===== config.mk =====
export PLATFORM = sky130hd
export DESIGN_NAME = dma_copy
export DESIGN_NICKNAME = d
export VERILOG_FILES = /design/src/rtl/dma_copy_pkg.sv /design/src/rtl/dma_copy_regs.sv /design/src/rtl/dma_copy.sv
export SDC_FILE = /design/constraint.sdc
export NUM_CORES = 1
export LEC_CHECK = 0
export CAP_MARGIN = 25
export CORE_MARGIN = 2
export CORE_UTILIZATION = 40
export CTS_CLUSTER_SIZE = 25
export DETAILED_ROUTE_END_ITERATION = 8
export PLACE_DENSITY = 0.77
export SLEW_MARGIN = 20
export SYNTH_ARGS = -nofsm -noshare
export SYNTH_HDL_FRONTEND = slang
export SYNTH_SLANG_ARGS = --single-unit

===== constraint.sdc =====
create_clock -name clock -period 4.6 [get_ports clock]
set_clock_uncertainty 0.2 [all_clocks]
set_input_delay 0.92 -clock clock [delete_from_list [all_inputs] [get_ports clock]]
set_output_delay 0.92 -clock clock [all_outputs]
set_load 0.02 [all_outputs]

===== src/rtl/dma_copy_pkg.sv =====
// Shared types and register map for the dma_copy word-copy engine.
// Build with DMA_COPY_IRQ_EN defined to enable the completion interrupt.
package dma_copy_pkg;

  typedef enum logic [1:0] {
    IDLE,
    RD,
    WR,
    FIN
  } dma_state_t;

  localparam logic [1:0] DMA_REG_SRC  = 2'd0;
  localparam logic [1:0] DMA_REG_DST  = 2'd1;
  localparam logic [1:0] DMA_REG_CNT  = 2'd2;
  localparam logic [1:0] DMA_REG_CTRL = 2'd3;

  localparam int CTRL_GO     = 0;
  localparam int CTRL_CLR    = 1;
  localparam int CTRL_IRQ_EN = 2;

  localparam int STAT_BUSY   = 0;
  localparam int STAT_DONE   = 1;
  localparam int STAT_IRQ_EN = 2;

  function automatic logic [31:0] status_word(
    input logic busy,
    input logic done,
    input logic irq_en
  );
    logic [31:0] s;
    s = '0;
    s[STAT_BUSY]   = busy;
    s[STAT_DONE]   = done;
    s[STAT_IRQ_EN] = irq_en;
    return s;
  endfunction

endpackage


===== src/rtl/dma_copy_regs.sv =====
// CPU-visible register file of dma_copy: SRC/DST/CNT, CTRL decode, read mux.
// irq_en is only stored when DMA_COPY_IRQ_EN is defined.
module dma_copy_regs
  import dma_copy_pkg::*;
#(
  parameter int AW = 9,
  parameter int CW = 8
) (
  input  logic          clock,
  input  logic          reset,
  input  logic [1:0]    a,
  input  logic          we,
  input  logic [31:0]   wd,
  input  logic          busy,
  input  logic          done,
  input  logic          src_inc,
  input  logic          dst_inc,
  input  logic          cnt_dec,
  output logic [31:0]   rd,
  output logic [AW-1:0] src,
  output logic [AW-1:0] dst,
  output logic [CW-1:0] cnt,
  output logic          irq_en,
  output logic          go_wr,
  output logic          clr_wr
);

  localparam logic [AW-1:0] STEP = AW'(4);

  logic [AW-1:0] src_q, src_d;
  logic [AW-1:0] dst_q, dst_d;
  logic [CW-1:0] cnt_q, cnt_d;
  logic          wr_ok;
  logic          ctrl_wr;

  assign wr_ok   = we & ~busy;
  assign ctrl_wr = we && (a == DMA_REG_CTRL);
  assign go_wr   = ctrl_wr & wd[CTRL_GO];
  assign clr_wr  = ctrl_wr & wd[CTRL_CLR];

  always_comb begin
    src_d = src_q;
    dst_d = dst_q;
    cnt_d = cnt_q;
    if (wr_ok && a == DMA_REG_SRC)
      src_d = {wd[AW-1:2], 2'b00};
    else if (src_inc)
      src_d = src_q + STEP;
    if (wr_ok && a == DMA_REG_DST)
      dst_d = {wd[AW-1:2], 2'b00};
    else if (dst_inc)
      dst_d = dst_q + STEP;
    if (wr_ok && a == DMA_REG_CNT)
      cnt_d = wd[CW-1:0];
    else if (cnt_dec)
      cnt_d = cnt_q - CW'(1);
  end

  always_ff @(posedge clock) begin
    if (reset) begin
      src_q <= '0;
      dst_q <= '0;
      cnt_q <= '0;
    end else begin
      src_q <= src_d;
      dst_q <= dst_d;
      cnt_q <= cnt_d;
    end
  end

`ifdef DMA_COPY_IRQ_EN
  logic irq_en_q, irq_en_d;

  always_comb begin
    irq_en_d = irq_en_q;
    if (ctrl_wr)
      irq_en_d = wd[CTRL_IRQ_EN];
  end

  always_ff @(posedge clock) begin
    if (reset)
      irq_en_q <= 1'b0;
    else
      irq_en_q <= irq_en_d;
  end

  assign irq_en = irq_en_q;
`else
  assign irq_en = 1'b0;
`endif

  always_comb begin
    rd = '0;
    unique case (a)
      DMA_REG_SRC:  rd = 32'(src_q);
      DMA_REG_DST:  rd = 32'(dst_q);
      DMA_REG_CNT:  rd = 32'(cnt_q);
      DMA_REG_CTRL: rd = status_word(busy, done, irq_en);
    endcase
  end

  assign src = src_q;
  assign dst = dst_q;
  assign cnt = cnt_q;

  logic unused_wd;
  assign unused_wd = ^wd;

endmodule


===== src/rtl/dma_copy.sv =====
// Word-copy DMA engine: CPU register slave, dmem master, RD/WR copy FSM.
// Define DMA_COPY_IRQ_EN for the registered transfer-complete interrupt.
module dma_copy
  import dma_copy_pkg::*;
#(
  parameter int AW = 9,
  parameter int CW = 8
) (
  input  logic          clock,
  input  logic          reset,
  input  logic [1:0]    a,
  input  logic          we,
  input  logic [31:0]   wd,
  output logic [31:0]   rd,
  input  logic          m_gnt,
  output logic          m_req,
  output logic [AW-1:0] m_addr,
  output logic          m_we,
  output logic [31:0]   m_wd,
  input  logic [31:0]   m_rd,
  output logic          irq
);

  dma_state_t    state_q, state_d;
  logic [31:0]   data_q, data_d;
  logic          done_q, done_d;
  logic          busy;
  logic          src_inc, dst_inc, cnt_dec;
  logic          go_wr, clr_wr, irq_en;
  logic [AW-1:0] src, dst;
  logic [CW-1:0] cnt;

  assign busy = (state_q == RD) || (state_q == WR);

  dma_copy_regs #(
    .AW(AW),
    .CW(CW)
  ) u_regs (
    .clock  (clock),
    .reset  (reset),
    .a      (a),
    .we     (we),
    .wd     (wd),
    .busy   (busy),
    .done   (done_q),
    .src_inc(src_inc),
    .dst_inc(dst_inc),
    .cnt_dec(cnt_dec),
    .rd     (rd),
    .src    (src),
    .dst    (dst),
    .cnt    (cnt),
    .irq_en (irq_en),
    .go_wr  (go_wr),
    .clr_wr (clr_wr)
  );

  always_comb begin
    state_d = state_q;
    data_d  = data_q;
    done_d  = done_q;
    src_inc = 1'b0;
    dst_inc = 1'b0;
    cnt_dec = 1'b0;
    unique case (state_q)
      IDLE: begin
        if (go_wr) begin
          done_d  = 1'b0;
          state_d = (cnt != '0) ? RD : FIN;
        end else if (clr_wr) begin
          done_d = 1'b0;
        end
      end
      RD: begin
        if (m_gnt) begin
          data_d  = m_rd;
          src_inc = 1'b1;
          state_d = WR;
        end
      end
      WR: begin
        if (m_gnt) begin
          dst_inc = 1'b1;
          cnt_dec = 1'b1;
          state_d = (cnt == CW'(1)) ? FIN : RD;
        end
      end
      FIN: begin
        done_d  = 1'b1;
        state_d = IDLE;
      end
      default: state_d = IDLE;
    endcase
  end

  always_ff @(posedge clock) begin
    if (reset) begin
      state_q <= IDLE;
      data_q  <= '0;
      done_q  <= 1'b0;
    end else begin
      state_q <= state_d;
      data_q  <= data_d;
      done_q  <= done_d;
    end
  end

  always_comb begin
    m_req  = 1'b0;
    m_addr = '0;
    m_we   = 1'b0;
    m_wd   = '0;
    unique case (state_q)
      RD: begin
        m_req  = 1'b1;
        m_addr = src;
      end
      WR: begin
        m_req  = 1'b1;
        m_addr = dst;
        // no write may land on the reset edge
        m_we   = m_gnt & ~reset;
        m_wd   = data_q;
      end
      default: ;
    endcase
  end

`ifdef DMA_COPY_IRQ_EN
  logic irq_q, irq_d;

  assign irq_d = done_q & irq_en & ~(go_wr | clr_wr);

  always_ff @(posedge clock) begin
    if (reset)
      irq_q <= 1'b0;
    else
      irq_q <= irq_d;
  end

  assign irq = irq_q;
`else
  logic unused_irq_en;
  assign unused_irq_en = irq_en;
  assign irq = 1'b0;
`endif

endmodule

==> results of run 1 <==
cell type report:
cell class	instances	area, um2
Multi-Input combinational cell	322	1850
Fill cell	754	3390
Tap cell	102	128
Clock inverter	5	80.1
Inverter	4	15.0
Timing Repair Buffer	102	1020
Sequential cell	57	1140
Clock buffer	10	138
sequential cells by signal, summed over array words and instances (netlist names):
name,count
u_regs.cnt,8
u_regs.src,7
data_q,32
state_q,2
u_regs.dst,7
done_q,1
cell usage in the layout, fill, tap and decap left out, types with 2 or more instances in the layout:
cell type / n
nand3_1: 4
nor3_1: 4
xnor2_1: 9
bufinv_16: 2
nand4_1: 5
a211oi_2: 6
inv_1: 4
nor2_1: 29
buf_4: 5
xor2_1: 8
a211oi_1: 12
a21oi_1: 34
clkinvlp_4: 2
dfxtp_1: 57
clkdlybuf4s50_1: 95
clkbuf_8: 10
or3_1: 2
conb_1: 26
nand2_1: 86
nor4_2: 2
mux2i_1: 9
and2_1: 34
o21ai_0: 9
ha_1: 9
nor2b_1: 10
a311oi_1: 4
a22oi_1: 7
nand4bb_1: 2
kinds of logic (layout without fill, tap and decap cells):
group	count (synthesis)	in the layout	synth area share
AO/OA/AOI/OAI	76	76	0.157
buffers and inverters	58	121	0.103
adder cells (fa/ha/maj)	9	9	0.0348
flip-flops	57	57	0.353
AND/OR/NAND/NOR	185	185	0.277
other	1	26	0.00116
multiplexers	9	9	0.0278
XOR/XNOR	17	17	0.0460
critical path, stage by stage:
cell and delay, ns:
clkdlybuf4s50_1 0.49, nor2b_1 0.48, nand2_1 0.09, o21ai_0 0.11, clkdlybuf4s50_1 0.65
through the flow:
stage | utilization | cell area [um2] | power [mW] | instances | hold WS (ns)
final | 0.563 | 4380 | 1.82 | 602 | 0.249
after global routing | 0.563 | 4380 | 1.95 | 602 | 0.272
after CTS | 0.563 | 4380 | 1.84 | 602 | 0.251
after detailed placement | 0.535 | 4160 | 1.32 | 587 | 0.243
after global placement | 0.532 | 4130 | 1.29 | 586 | 0.236
after floorplan | - | 3330 | 1.11 | 437 | 0.232
power breakdown:
group | total, mW | internal (mW) | switching, mW
Combinational | 0.660 | 0.285 | 0.375
Clock | 0.515 | 0.316 | 0.199
Sequential | 0.648 | 0.573 | 0.0758
Total | 1.82 | 1.17 | 0.650
how the worst max path moves through the flow:
stage / end / slack (ns)
floorplan: rd[2] / 1.75
global placement: rd[4] / 0.83
detailed placement: rd[7] / 0.78
CTS: rd[2] / 0.77
global route: rd[7] / 0.60
finish: rd[2] / 0.74
metal layers:
| metal | GRT usage | vias to the layer above | wire length, um |
|---|---|---|---|
| met2 | 0.325 | 121 | 4170 |
| met4 | 0.0797 | 0 | 155 |
| met5 | 0 | - | 0 |
| li1 | - | 1495 | - |
| met1 | 0.254 | 1393 | 3570 |
| met3 | 0.0409 | 11 | 505 |
==> flow_summary.toml, run 1 <==
[run_status]
status = "completed"

[finish]
antenna_cells = 0
area_delta_synth_final_pct = 35.3
layout-drive-gt1-share = 0.0640
final_nets = 575

[sta]
drv_slew = 0
worst_pin_slew_ns = 0.770
layout_min_cycle_time_ns = 3.86
setup_violations = 0
maxSlewHeadroom = 0.487
hold_violations = 0
fmax_mhz = 259
finalSetupTns_ns = 0
setup_ws_ns = 0.737
post-route-period-util = 0.840
rsz0062_at_grt = "no"

[hold_path]
hold_class = "reg -> reg"
hp-start = "data_q[16]"
min_to = "data_q[16]"
hold_depth = 2

[yosys]
synth_area_um2 = 3240
syn_inst = 412
yosysWarnings = 0
netlist.top_cell.by_area = "dfxtp_1"
yosysMostFrequentCell = "nand2_1"
yosys-top-cells-count = "nand2_1 (86), dfxtp_1 (57), a21oi_1 (34), and2_1 (34), nor2_1 (29)"
synth_ff_type = "dfxtp_1"
yosysSeqAreaShare = 0.353
synth_edf_count = 0
synth_cell_types = 39
yosys-top-cells-area = "dfxtp_1 (35%), nand2_1 (10%), and2_1 (6.6%)"
async_reset_ff_frac = 0
ys_ff_latch = 57
synth_top_cell_area_share = 0.353
avgSynthCellArea_um2 = 7.85

[clock_network]
cts.sinks = 57
ctsLongestPathBuffers = 2
ctsResizeCount = 0
numCtsBuffers = 9
root_buffer = "clkbuf_8"
clkTransAtPathRegs_ns = 0.07
h-tree-depth = 3
cts_tree = "done"
cts_setup_buffers = 0
clkLatencyLatePin_ns = 0.33
cts_hold_buf = 0

[route]
dr.pass1.iters = 5
avgRoutedWirePerCell_um = 14.0
drt-initial-drc-count = 216
drc = 0
avgViaCountPerCell = 5.02
drtAntennaViolNets = 0
vias = 3020
wirelength_um = 8400

[grt]
grt_pass1_wl_um = 13800
grt_start_max_net_pins = 58
grt_usage = 0.198
grt.overflow.total = 0
antenna_found_initial = 0
grt_pass1_vias = 2893

[die]
num_rows = 32
io_pins = 146
die_y_um = 93.9
core_area_um2 = 7770
start_util = 0.417
die-area_um2 = 8820
fp.dieW_um = 93.9

[critical_path]
crit_type = "in -> out"
reg2reg_depth = 7
worst_setup_path_end_kind = "output port"
r2r_slack_ns = 1.96
setup.worst_path.start = "a[1]"
r2r-end = "u_regs.cnt[6]"
startpoint_type = "primary input"
cp_max_fo = 8
rr_startpoint = "state_q[0]"
arrival_ns = 2.74
cp.required_ns = 3.48

[place]
numPortBuffers = 96
dp_hpwl_um = 6070
preCtsSetupSlack_ns = 0.779
gp_congestion = 0.912

[power]
p_leak_nw = 1.57
power.density_nw_per_um2 = 417
ir_drop_mv = 0.174

[job]
max_cap_violations = 0
(Power assumes the default switching activity.)
==> run 2: changes to the inputs <==
- clock period: 4.6 -> 4 ns (I/O delays scaled with it)
==> flow_summary.toml, run 2 (synthesis gave the netlist of run 1 again) <==
[finish]
area_delta_synth_final_pct = 33.6
antenna_cells = 0
largest_register = "data_q"
layout_commonest_cell = "clkdlybuf4s50_1"
layout-drive-gt1-share = 0.0696
final_nets = 578
final_core_util = 0.556
layout_common_cells = "clkdlybuf4s50_1 (95), nand2_1 (86), dfxtp_1 (57), and2_1 (34), a21oi_1 (34)"
largest_register_ffs = 32

[die]
die-area_um2 = 8820
core_area_um2 = 7770
fp.dieW_um = 93.9
die_y_um = 93.9
io_pins = 146
num_rows = 32
start_util = 0.417

[place]
preCtsSetupSlack_ns = 0.401
numPortBuffers = 96
gp_congestion = 0.857
dp_hpwl_um = 6070

[sta]
hold_ws_ns = 0.249
setup_ws_ns = 0.422
finalSetupTns_ns = 0
worst_pin_slew_ns = 0.767
layout_min_cycle_time_ns = 3.58
maxSlewHeadroom = 0.489
hold_violations = 0
post-route-period-util = 0.895
setup_violations = 0
rsz0062_at_grt = "no"
fmax_mhz = 279
drv_slew = 0

[route]
avgRoutedWirePerCell_um = 13.8
wirelength_um = 8360
drt-initial-drc-count = 197
drc = 0
vias = 3022
avgViaCountPerCell = 5.00
drtAntennaViolNets = 0
dr.pass1.iters = 4

[grt]
grt_start_max_net_pins = 58
grt_pass1_wl_um = 13800
antenna_found_initial = 0
grt_pass1_vias = 2966
grt_usage = 0.197
grt.overflow.total = 0

[power]
finalPower_mw = 1.94
power.density_nw_per_um2 = 449
ir_drop_mv = 0.192
p_leak_nw = 1.55

[clock_network]
numCtsBuffers = 9
cts_hold_buf = 0
cts_tree = "done"
ctsLongestPathBuffers = 2
clkLatencyLatePin_ns = 0.32
cts_setup_buffers = 0
cts.sinks = 57
clkTransAtPathRegs_ns = 0.06
root_buffer = "clkbuf_8"
h-tree-depth = 3
ctsResizeCount = 0

[critical_path]
r2r-end = "u_regs.src[6]"
worst_setup_path_end_kind = "output port"
startpoint_type = "primary input"
path_common_cell = "clkdlybuf4s50_1"
crit_type = "in -> out"
r2r_slack_ns = 1.47
rr_startpoint = "state_q[0]"
cp_max_fo = 10
reg2reg_depth = 5
cp.required_ns = 3.00
arrival_ns = 2.58
cpMaxStageDelayCell = "clkdlybuf4s50_1"
slowest_delay_ns = 0.64
crit_chain = "clkdlybuf4s50_1, buf_4, mux2i_1, o21ai_0, clkdlybuf4s50_1"

[hold_path]
hp-start = "data_q[25]"
hold_depth = 2
min_to = "data_q[25]"
hold_class = "reg -> reg"

[job]
max_cap_violations = 0

[run_status]
status = "completed"
==> run 2: cell types whose count changed in the layout (fill, tap and decap cells not counted) <==
cell | previous run | this run
clkbuf_8 | 10 | 9
bufinv_16 | 2 | 0
clkinv_4 | 0 | 1
clkinv_2 | 1 | 4
clkinvlp_4 | 2 | 1
buf_16 | 1 | 0
buf_4 | 5 | 9
==> run 2: critical path, delay by kind of cell <==
family / cells / cell delay (ns)
AO/OA/AOI/OAI: 1 / 0.17
multiplexers: 1 / 0.09
buffers and inverters: 3 / 1.52
==> run 2: where the power goes <==
part,internal (mW),leakage (nW),switching [mW]
Sequential,0.659,0.464,0.0905
Clock,0.217,0.0846,0.225
Combinational,0.324,1.01,0.426
Total,1.20,1.55,0.741
==> run 2: through the flow <==
stage | cells | instance area [um2]
after global placement | 590 | 4160
after CTS | 605 | 4320
after floorplan | 437 | 3330
final | 605 | 4320
after global routing | 605 | 4320
after detailed placement | 590 | 4160
==> run 2: layer usage <==
metal	share of wire	GRT usage	vias up
li1	-	-	1501
met1	0.44	0.250	1410
met2	0.50	0.331	103
met3	0.055	0.0369	8
met4	0.012	0.0773	0
met5	0	0	-
==> run 2: how the worst max path moves through the flow <==
stage,slack [ns],startpoint,end,cells after the start
final,0.42,a[0],rd[4],5
after CTS,0.42,a[0],rd[4],5
after global routing,0.32,a[0],rd[5],5
after floorplan,1.39,a[0],rd[2],3
after global placement,0.41,a[0],rd[4],5
after detailed placement,0.40,a[0],rd[4],5
==> run 2: cell type report <==
type,count,area [um2]
sequential,57,1140
timing repair buffer,105,1020
clock buffer,9,124
clock inverter,6,36.3
multi-input combinational,322,1850
fill,741,3450
inverter,4,15.0
tap,102,128
